File: config.mk
export PLATFORM = sky130hd
export DESIGN_NAME = trigger_capture_flat
export DESIGN_NICKNAME = d
export VERILOG_FILES = /design/src/rtl/trigger_capture_if.sv /design/src/rtl/trigger_capture.sv /design/src/flat_wrapper.sv
export SDC_FILE = /design/constraint.sdc
export NUM_CORES = 1
export LEC_CHECK = 0
export ABC_AREA = 0
export CAP_MARGIN = 20
export CORE_MARGIN = 2
export CORE_UTILIZATION = 49
export CTS_CLUSTER_DIAMETER = 30
export DETAILED_ROUTE_END_ITERATION = 7
export PLACE_DENSITY = 0.81
export RECOVER_POWER = 50
export SYNTH_ARGS = -nofsm -noshare
export SYNTH_HDL_FRONTEND = slang
export SYNTH_SLANG_ARGS = --single-unit
File: constraint.sdc
create_clock -name clk -period 2.65 [get_ports clk]
set_clock_uncertainty 0.2 [all_clocks]
set_input_delay 0.265 -clock clk [delete_from_list [all_inputs] [get_ports clk]]
set_output_delay 0.265 -clock clk [all_outputs]
set_load 0.02 [all_outputs]
File: src/rtl/trigger_capture_if.sv
// Bus bundle for trigger_capture: trigger/control inputs, captured sample and status outputs.
interface trigger_capture_if #(
    parameter int unsigned R = 14,
    parameter int unsigned D = 24,
    parameter int unsigned C = 16
);
    logic                trig_tick;
    logic                enable;
    logic                mode_cont;
    logic                clr_cnt;
    logic [D-1:0]        delay;
    logic [D-1:0]        holdoff;
    logic signed [R-1:0] data_in;
    logic signed [R-1:0] data_out;
    logic                valid;
    logic                busy;
    logic                armed;
    logic [C-1:0]        trig_cnt;
    logic [C-1:0]        miss_cnt;

    modport master (
        output trig_tick, enable, mode_cont, clr_cnt, delay, holdoff, data_in,
        input  data_out, valid, busy, armed, trig_cnt, miss_cnt
    );

    modport slave (
        input  trig_tick, enable, mode_cont, clr_cnt, delay, holdoff, data_in,
        output data_out, valid, busy, armed, trig_cnt, miss_cnt
    );
endinterface

File: src/rtl/trigger_capture.sv
// Delayed sample capture on trigger tick rising edge, with hold-off re-arm and
// saturating accepted/missed trigger counters.
module trigger_capture #(
    parameter int unsigned R = 14,
    parameter int unsigned D = 24,
    parameter int unsigned C = 16
) (
    input  logic              clk,
    input  logic              rst_n,
    trigger_capture_if.slave  bus
);
    localparam logic [2:0] IDLE  = 3'd0;
    localparam logic [2:0] ARMED = 3'd1;
    localparam logic [2:0] DELAY = 3'd2;
    localparam logic [2:0] HOLD  = 3'd3;
    localparam logic [2:0] DONE  = 3'd4;

    localparam logic [C-1:0] CNT_MAX = '1;

    logic [2:0]          state, state_nxt;
    logic [D-1:0]        cnt, cnt_nxt;
    logic                tick_d;
    logic                tick_rise_c;
    logic signed [R-1:0] data_q, data_nxt;
    logic                valid_q, valid_nxt;
    logic [C-1:0]        trig_q, trig_nxt;
    logic [C-1:0]        miss_q, miss_nxt;
    logic                trig_inc, miss_inc;
    logic                busy_q, armed_q;

    assign tick_rise_c = bus.trig_tick & ~tick_d;

    // State register plus every datapath/status register
    always_ff @(posedge clk or negedge rst_n) begin
        if (!rst_n) begin
            state   <= IDLE;
            cnt     <= '0;
            tick_d  <= 1'b0;
            data_q  <= '0;
            valid_q <= 1'b0;
            trig_q  <= '0;
            miss_q  <= '0;
            busy_q  <= 1'b0;
            armed_q <= 1'b0;
        end else begin
            state   <= state_nxt;
            cnt     <= cnt_nxt;
            tick_d  <= bus.trig_tick;
            data_q  <= data_nxt;
            valid_q <= valid_nxt;
            trig_q  <= trig_nxt;
            miss_q  <= miss_nxt;
            busy_q  <= (state_nxt == DELAY) || (state_nxt == HOLD);
            armed_q <= (state_nxt == ARMED);
        end
    end

    // Next state, counter load/decrement, capture and trigger accounting
    always_comb begin
        state_nxt = state;
        cnt_nxt   = cnt;
        data_nxt  = data_q;
        valid_nxt = 1'b0;
        trig_inc  = 1'b0;
        miss_inc  = 1'b0;

        if (!bus.enable) begin
            state_nxt = IDLE;
        end else begin
            case (state)
                IDLE:  state_nxt = ARMED;
                ARMED: begin
                    if (tick_rise_c) begin
                        state_nxt = DELAY;
                        cnt_nxt   = bus.delay;
                        trig_inc  = 1'b1;
                    end
                end
                DELAY: begin
                    miss_inc = tick_rise_c;
                    if (cnt == '0) begin
                        data_nxt  = bus.data_in;
                        valid_nxt = 1'b1;
                        cnt_nxt   = bus.holdoff;
                        state_nxt = HOLD;
                    end else begin
                        cnt_nxt = cnt - D'(1);
                    end
                end
                HOLD: begin
                    miss_inc = tick_rise_c;
                    if (cnt == '0) begin
                        state_nxt = bus.mode_cont ? ARMED : DONE;
                    end else begin
                        cnt_nxt = cnt - D'(1);
                    end
                end
                DONE:    miss_inc  = tick_rise_c;
                default: state_nxt = IDLE;
            endcase
        end

        trig_nxt = (trig_inc && (trig_q != CNT_MAX)) ? trig_q + C'(1) : trig_q;
        miss_nxt = (miss_inc && (miss_q != CNT_MAX)) ? miss_q + C'(1) : miss_q;
        // Clear beats a coincident increment
        if (bus.clr_cnt) begin
            trig_nxt = '0;
            miss_nxt = '0;
        end
    end

    assign bus.data_out = data_q;
    assign bus.valid    = valid_q;
    assign bus.busy     = busy_q;
    assign bus.armed    = armed_q;
    assign bus.trig_cnt = trig_q;
    assign bus.miss_cnt = miss_q;
endmodule

File: src/flat_wrapper.sv
// flat-port wrapper written by rule: the top's interface ports become plain ports
module trigger_capture_flat 
#(
    parameter int unsigned R = 14,
    parameter int unsigned D = 24,
    parameter int unsigned C = 16
)
  (clk, rst_n, bus_trig_tick, bus_enable, bus_mode_cont, bus_clr_cnt, bus_delay, bus_holdoff, bus_data_in, bus_data_out, bus_valid, bus_busy, bus_armed, bus_trig_cnt, bus_miss_cnt);
  trigger_capture_if #(.R(R), .D(D), .C(C)) bus_i ();
  input  logic clk;
  input  logic rst_n;
  input wire logic [$bits(bus_i.trig_tick)-1:0] bus_trig_tick;
  input wire logic [$bits(bus_i.enable)-1:0] bus_enable;
  input wire logic [$bits(bus_i.mode_cont)-1:0] bus_mode_cont;
  input wire logic [$bits(bus_i.clr_cnt)-1:0] bus_clr_cnt;
  input wire logic [$bits(bus_i.delay)-1:0] bus_delay;
  input wire logic [$bits(bus_i.holdoff)-1:0] bus_holdoff;
  input wire logic [$bits(bus_i.data_in)-1:0] bus_data_in;
  output wire logic [$bits(bus_i.data_out)-1:0] bus_data_out;
  output wire logic [$bits(bus_i.valid)-1:0] bus_valid;
  output wire logic [$bits(bus_i.busy)-1:0] bus_busy;
  output wire logic [$bits(bus_i.armed)-1:0] bus_armed;
  output wire logic [$bits(bus_i.trig_cnt)-1:0] bus_trig_cnt;
  output wire logic [$bits(bus_i.miss_cnt)-1:0] bus_miss_cnt;
  assign bus_i.trig_tick = bus_trig_tick;
  assign bus_i.enable = bus_enable;
  assign bus_i.mode_cont = bus_mode_cont;
  assign bus_i.clr_cnt = bus_clr_cnt;
  assign bus_i.delay = bus_delay;
  assign bus_i.holdoff = bus_holdoff;
  assign bus_i.data_in = bus_data_in;
  assign bus_data_out = bus_i.data_out;
  assign bus_valid = bus_i.valid;
  assign bus_busy = bus_i.busy;
  assign bus_armed = bus_i.armed;
  assign bus_trig_cnt = bus_i.trig_cnt;
  assign bus_miss_cnt = bus_i.miss_cnt;
  trigger_capture #(.R(R), .D(D), .C(C)) u_core (.clk(clk), .rst_n(rst_n), .bus(bus_i));
endmodule
=== Yosys cells after proc, flatten, opt, wreduce, memory -nomap -nowiden ===
Index checks and enable logic that the tools add are counted.

* $add $sub $neg: 3
* Eq/ne operators: 11
* Muxes and demuxes: 22
* Bitwise operators: 2
* Reductions and logical operators: 11

{| class="wikitable"
|+ Operators by type and width
! operator !! number
|-
| 2-to-1 mux 24 bit || 3
|-
| case mux 24 bit (3 select lines) || 1
|-
| 2-to-1 mux 16 bit || 4
|-
| adder 16 x 1 -> 16 bit (second input constant) || 2
|-
| != test 16 bit (second input constant) || 2
|-
| zero test 24 bit || 1
|-
| subtractor 24 x 1 -> 24 bit (second input constant) || 1
|-
| 2-to-1 mux 3 bit || 5
|-
| case mux 3 bit (5 select lines) || 1
|-
| == test 3 x 2 -> 1 bit (second input constant) || 4
|-
| 2-to-1 mux 1 bit || 8
|-
| == test 3 x 1 -> 1 bit (second input constant) || 2
|-
| AND reduction 4 bit || 1
|-
| nonzero test 2 bit || 2
|-
| == test 3 bit (second input constant) || 1
|-
| zero test 3 bit || 1
|-
| AND reduction 3 bit || 1
|-
| nonzero test 3 bit || 1
|-
| OR reduction 3 bit || 1
|-
| logical AND 1 bit || 2
|-
| != test 2 x 1 -> 1 bit (second input constant) || 1
|-
| != test 2 bit (second input constant) || 1
|-
| bitwise AND 1 bit || 1
|-
| logical OR 1 bit || 1
|-
| inverter 1 bit || 1
|}

* Register bits after elaboration: 77
* Input port bits: 68
* Output and inout port bits: 49
* Word-level logic and storage cells: 58

=== Logic depth before layout (Yosys ltp) ===
* Depth after elaboration: 8
* Gate-level depth with buffers: 10
* Depth with buffers taken out: 9

=== Worst setup path after synthesis ===
No wires, ideal clock.

* Path type: reg-to-reg
* From: register u_core.cnt[14]
* To: register u_core.data_q[12], in the netlist u_core.bus.data_out[12]
* Setup time: 128 ps
* Arrival: 2,111 ps
* Data required time: 2,322 ps
* Path slack: 211 ps
* Stages on the path, launching flop included: 7
* Path through: dfrtp_1 or3_1 nand2b_2 nor4_4 nand3_2 buf_6 mux2_1

* Word-level cells in the longest chain between the ends: 2

{| class="wikitable"
|+ Ends and longest elaborated chain
! item !! line !! source
|-
| start, declared || trigger_capture.sv:21 || <nowiki>logic [D-1:0] cnt, cnt_nxt;</nowiki>
|-
| start signal, assigned || trigger_capture.sv:47 || <nowiki>cnt <= cnt_nxt;</nowiki>
|-
| zero test 24 bit || trigger_capture.sv:81 || <nowiki>if (cnt == '0) begin</nowiki>
|-
| AND reduction 3 bit (no line) || n/a ||
|-
| end signal, assigned || trigger_capture.sv:49 || <nowiki>data_q <= data_nxt;</nowiki>
|-
| end, declared || trigger_capture.sv:24 || <nowiki>logic signed [R-1:0] data_q, data_nxt;</nowiki>
|}

No other way between the ends.
A chain may end at the register's enable or synchronous reset.

=== Worst setup path in the final report ===
* From: register u_core.cnt[17]
* To: register u_core.cnt[9]

* Word-level cells in the longest chain between the ends: 3
* Elaborated cells on any way between the ends: 5

{| class="wikitable"
|+ Ends and longest elaborated chain
! item !! line
|-
| zero test 24 bit (*) || trigger_capture.sv:81, trigger_capture.sv:92
|-
| 2-to-1 mux 24 bit or != test 2 bit (tied branches) || n/a
|-
| case mux 24 bit (3 select lines) or AND reduction 4 bit (tied branches) || n/a
|}

Mark *: on every way between the ends. The rest lies on a longest branch, timed or not.

==> results.json <==
{
  "status": "complete, but fails checks",
  "failed_checks": "max-capacitance violations, max-slew violations",
  "global_route.usage.total_pct": 24.0,
  "dieHeight_um": 97.2,
  "final_critical_path_required_period_ns": 2.53,
  "die_area_um2": 9450,
  "share_of_total_power_consumed_by_net_switching_pct": 31.4,
  "critical_path_required_ns": 2.68,
  "areaGrowthSynthToFinish_pct": 38.2,
  "fin_worst_hold_slack_ns": 0.301,
  "critical_path.most_common_cell": "sky130_fd_sc_hd__nor4_4",
  "max_clock_freq_ghz": 0.395,
  "finish.instance_area_um2": 5880,
  "io_pins": 117,
  "coreArea_um2": 8550,
  "stdcell_count": 698,
  "drt-wirelength-per-cell_um": 16.3,
  "final_antenna_net_count": 0,
  "antenna_violations_before_repair": 0,
  "final_net_count": 657,
  "place.detailed.hpwl_um": 8070,
  "setup.worst_path.start_class": "flop",
  "drt-initial-drc-count": 175,
  "fraction_of_the_yosys_area_taken_by_sequential_cells_pct": 45.3,
  "post_drt_via_cell_ratio": 5.90,
  "path_class": "reg2reg",
  "numCtsBuffers": 9,
  "worst_max_slew_pin_slew_ns": 1.71,
  "rsz0062_at_grt": "true",
  "routed_wl_um": 11400,
  "clkLatencyLatePin_ns": 0.36,
  "async_set_or_reset_flop_fraction_in_the_synthesized_netlist_pct": 100,
  "switchingPower_uw": 990,
  "worstSetupEndpointType": "flop",
  "grt-ovfl-total": 0,
  "powerDensity_nw_per_um2": 536,
  "postSynthNetCount": 530,
  "synth_top_area_share_pct": 45.3,
  "ir_worst_vdd_v": 0.000299,
  "synth.distinct_cells": 54,
  "ys.warnings.count": 0,
  "initial_utilization_pct": 49.8,
  "vias": 4116,
  "global_route_wire_length_before_repair_um": 18800,
  "final-hold-violation-count": 0,
  "hp-class": "reg2reg",
  "critPathArrivalTime_ns": 2.56,
  "cts_tree": "done",
  "worst-path-max-fanout": 24,
  "grt_max_degree": 78,
  "p_leak_nw": 2.49,
  "slowest_stage": "sky130_fd_sc_hd__dfrtp_1",
  "final_layout_size_suffix_gt1_share_pct": 10.8,
  "synth_edf_count": 0,
  "worstPathCellList": "nor4_4, nand4_1, nor4_4, buf_4, nor2_1, a211oi_1, o21ai_0",
  "slowest_delay_ns": 0.44,
  "synth_cells": 458,
  "finalWeightedCongestion": 0.845,
  "pwr-share-comb_pct": 20.4,
  "clock-sinks": 77,
  "total_power_mw": 3.15,
  "firstDrtPassIters": 4,
  "power.clock.fraction_pct": 32.7,
  "power_frac_seq_pct": 46.9,
  "synth_area_leaders": "sky130_fd_sc_hd__dfrtp_1 (45%), sky130_fd_sc_hd__o21ai_0 (7.6%), sky130_fd_sc_hd__nor2_1 (5.1%)",
  "clock-root-buffer": "sky130_fd_sc_hd__clkbuf_8",
  "timing.slew.headroom_pct": -13.7,
  "synth_ff_type": "sky130_fd_sc_hd__dfrtp_1",
  "placed_cells_incl_taps": 678,
  "rows": 34,
  "report.final.slew_viol_count": 78,
  "clock_tree.buffer_depth": 2,
  "synthesis.area_um2": 4260,
  "layout_worst_path_cycle_share_pct": 95.4,
  "num_antenna_cells": 0,
  "ys_ff_latch": 77,
  "first_global_vias": 4010,
  "cts-htree-levels": 3,
  "drt_drc_violations_left": 0,
  "area_post_placement_um2": 5610,
  "avgSynthCellArea_um2": 9.30,
  "chipWidth_um": 97.2,
  "numPortBuffers": 116,
  "setup_viol": 0,
  "clk_pin_slew_worst_paths_ns": 0.08,
  "count_of_max_cap_constraint_violations": 1,
  "cellInternalPower_mw": 2.16,
  "post-synth-top-area-cell": "sky130_fd_sc_hd__dfrtp_1"
}
==> path summary, 6_finish.rpt <==
check,start,cells past startpoint,to,slack [ns]
max in group asynchronous,rst_n,2,u_core.cnt[16],0.54
min in group asynchronous,rst_n,2,u_core.bus.miss_cnt[0],0.70
max reg2reg,u_core.cnt[17],7,u_core.cnt[9],0.12
min reg2reg,u_core.bus.data_out[2],1,u_core.bus.data_out[2],0.30
min,u_core.bus.data_out[2],1,u_core.bus.data_out[2],0.30
max,u_core.cnt[17],7,u_core.cnt[9],0.12
==> power groups by stage <==
stage,combinational [mW],clock [mW],sequential (mW)
after global routing,0.719,1.09,1.50
after global placement,0.612,0,1.48
after CTS,0.633,1.04,1.47
after detailed placement,0.629,0,1.49
after floorplan,0.390,0,1.44
final,0.642,1.03,1.48
==> worst max-delay path: cells and delay by family (launching register included) <==
family / cells / cell delay [ns]
simple gates: 4 / 1.09
flops: 1 / 0.44
compound gates: 2 / 0.35
buf+inv: 1 / 0.32
==> layer usage <==
layer	track usage, %	vias up	share of wire, %	wire length (µm)
met3	3.96	18	5.5	629
met4	7.91	0	1.6	178
met5	0	-	0	0
li1	-	1936	-	-
met2	41.5	153	50	5720
met1	30.8	2009	43	4870
==> synthesized netlist by cell type (7+ instances only) <==
library cell	number
sky130_fd_sc_hd__a211oi_1	15
sky130_fd_sc_hd__o21ai_0	65
sky130_fd_sc_hd__nor2_1	58
sky130_fd_sc_hd__nor3_1	19
sky130_fd_sc_hd__nand2_1	23
sky130_fd_sc_hd__xnor2_1	12
sky130_fd_sc_hd__xor2_1	16
sky130_fd_sc_hd__clkbuf_1	20
sky130_fd_sc_hd__nand4_1	11
sky130_fd_sc_hd__nand3_1	12
sky130_fd_sc_hd__a221oi_1	7
sky130_fd_sc_hd__mux2_4	9
sky130_fd_sc_hd__a21oi_1	19
sky130_fd_sc_hd__dfrtp_1	77
sky130_fd_sc_hd__nor4_1	9
==> through the flow <==
step                worst slack [ns]  TNS (ns)  utilization, %
detailed placement            0.0456         0            65.6
floorplan                      0.211         0               -
global placement              0.0818         0            65.6
CTS                            0.103         0            68.4
global route                 -0.0271    -0.137            68.8
finish                         0.121         0            68.8
==> cell usage in the layout (no fill, tap or decap), drive strengths merged, types with 16 or more instances in the layout <==
cell / n
a21oi: 19
buf: 22
clkdlybuf4s50: 99
dfrtp: 77
dlygate4sd3: 17
nand2: 23
nor2: 58
nor3: 19
o21ai: 70
xor2: 16
==> layout make-up <==
class / instances / area (µm²)
clock buffer: 10 / 138
clock inverter: 6 / 92.6
fill: 666 / 2670
inverter: 6 / 26.3
multi-input combinational: 352 / 2230
sequential: 77 / 1930
tap: 108 / 135
timing repair buffer: 138 / 1320
timing repair inverter: 1 / 7.51
==> sequential cells by signal, summed over array words and instances, names as in the netlist <==
register,cells
u_core.bus.data_out,14
u_core.tick_d,1
u_core.bus.valid,1
u_core.bus.busy,1
u_core.state,3
u_core.bus.armed,1
u_core.bus.miss_cnt,16
u_core.bus.trig_cnt,16
u_core.cnt,24
==> cell families (layout without fill, tap and decap cells) <==
kind of cell | count (synthesis) | in the layout | share of synthesized area [%]
xor+xnor | 28 | 28 | 5.76
simple gates | 176 | 176 | 22.3
mux | 16 | 16 | 4.97
compound gates | 128 | 128 | 17.8
fa+ha+maj | 4 | 4 | 1.18
buf+inv | 29 | 161 | 2.79
flops | 77 | 77 | 45.3
==> what timing repair did <==
action,CTS,global route
hold buffers,1,0
endpoints found under the setup margin,0,23
hold endpoints to repair,77,0
gates resized for setup,0,4
buffers inserted,0,2
No activity file was read; power rests on OpenSTA's default activity.
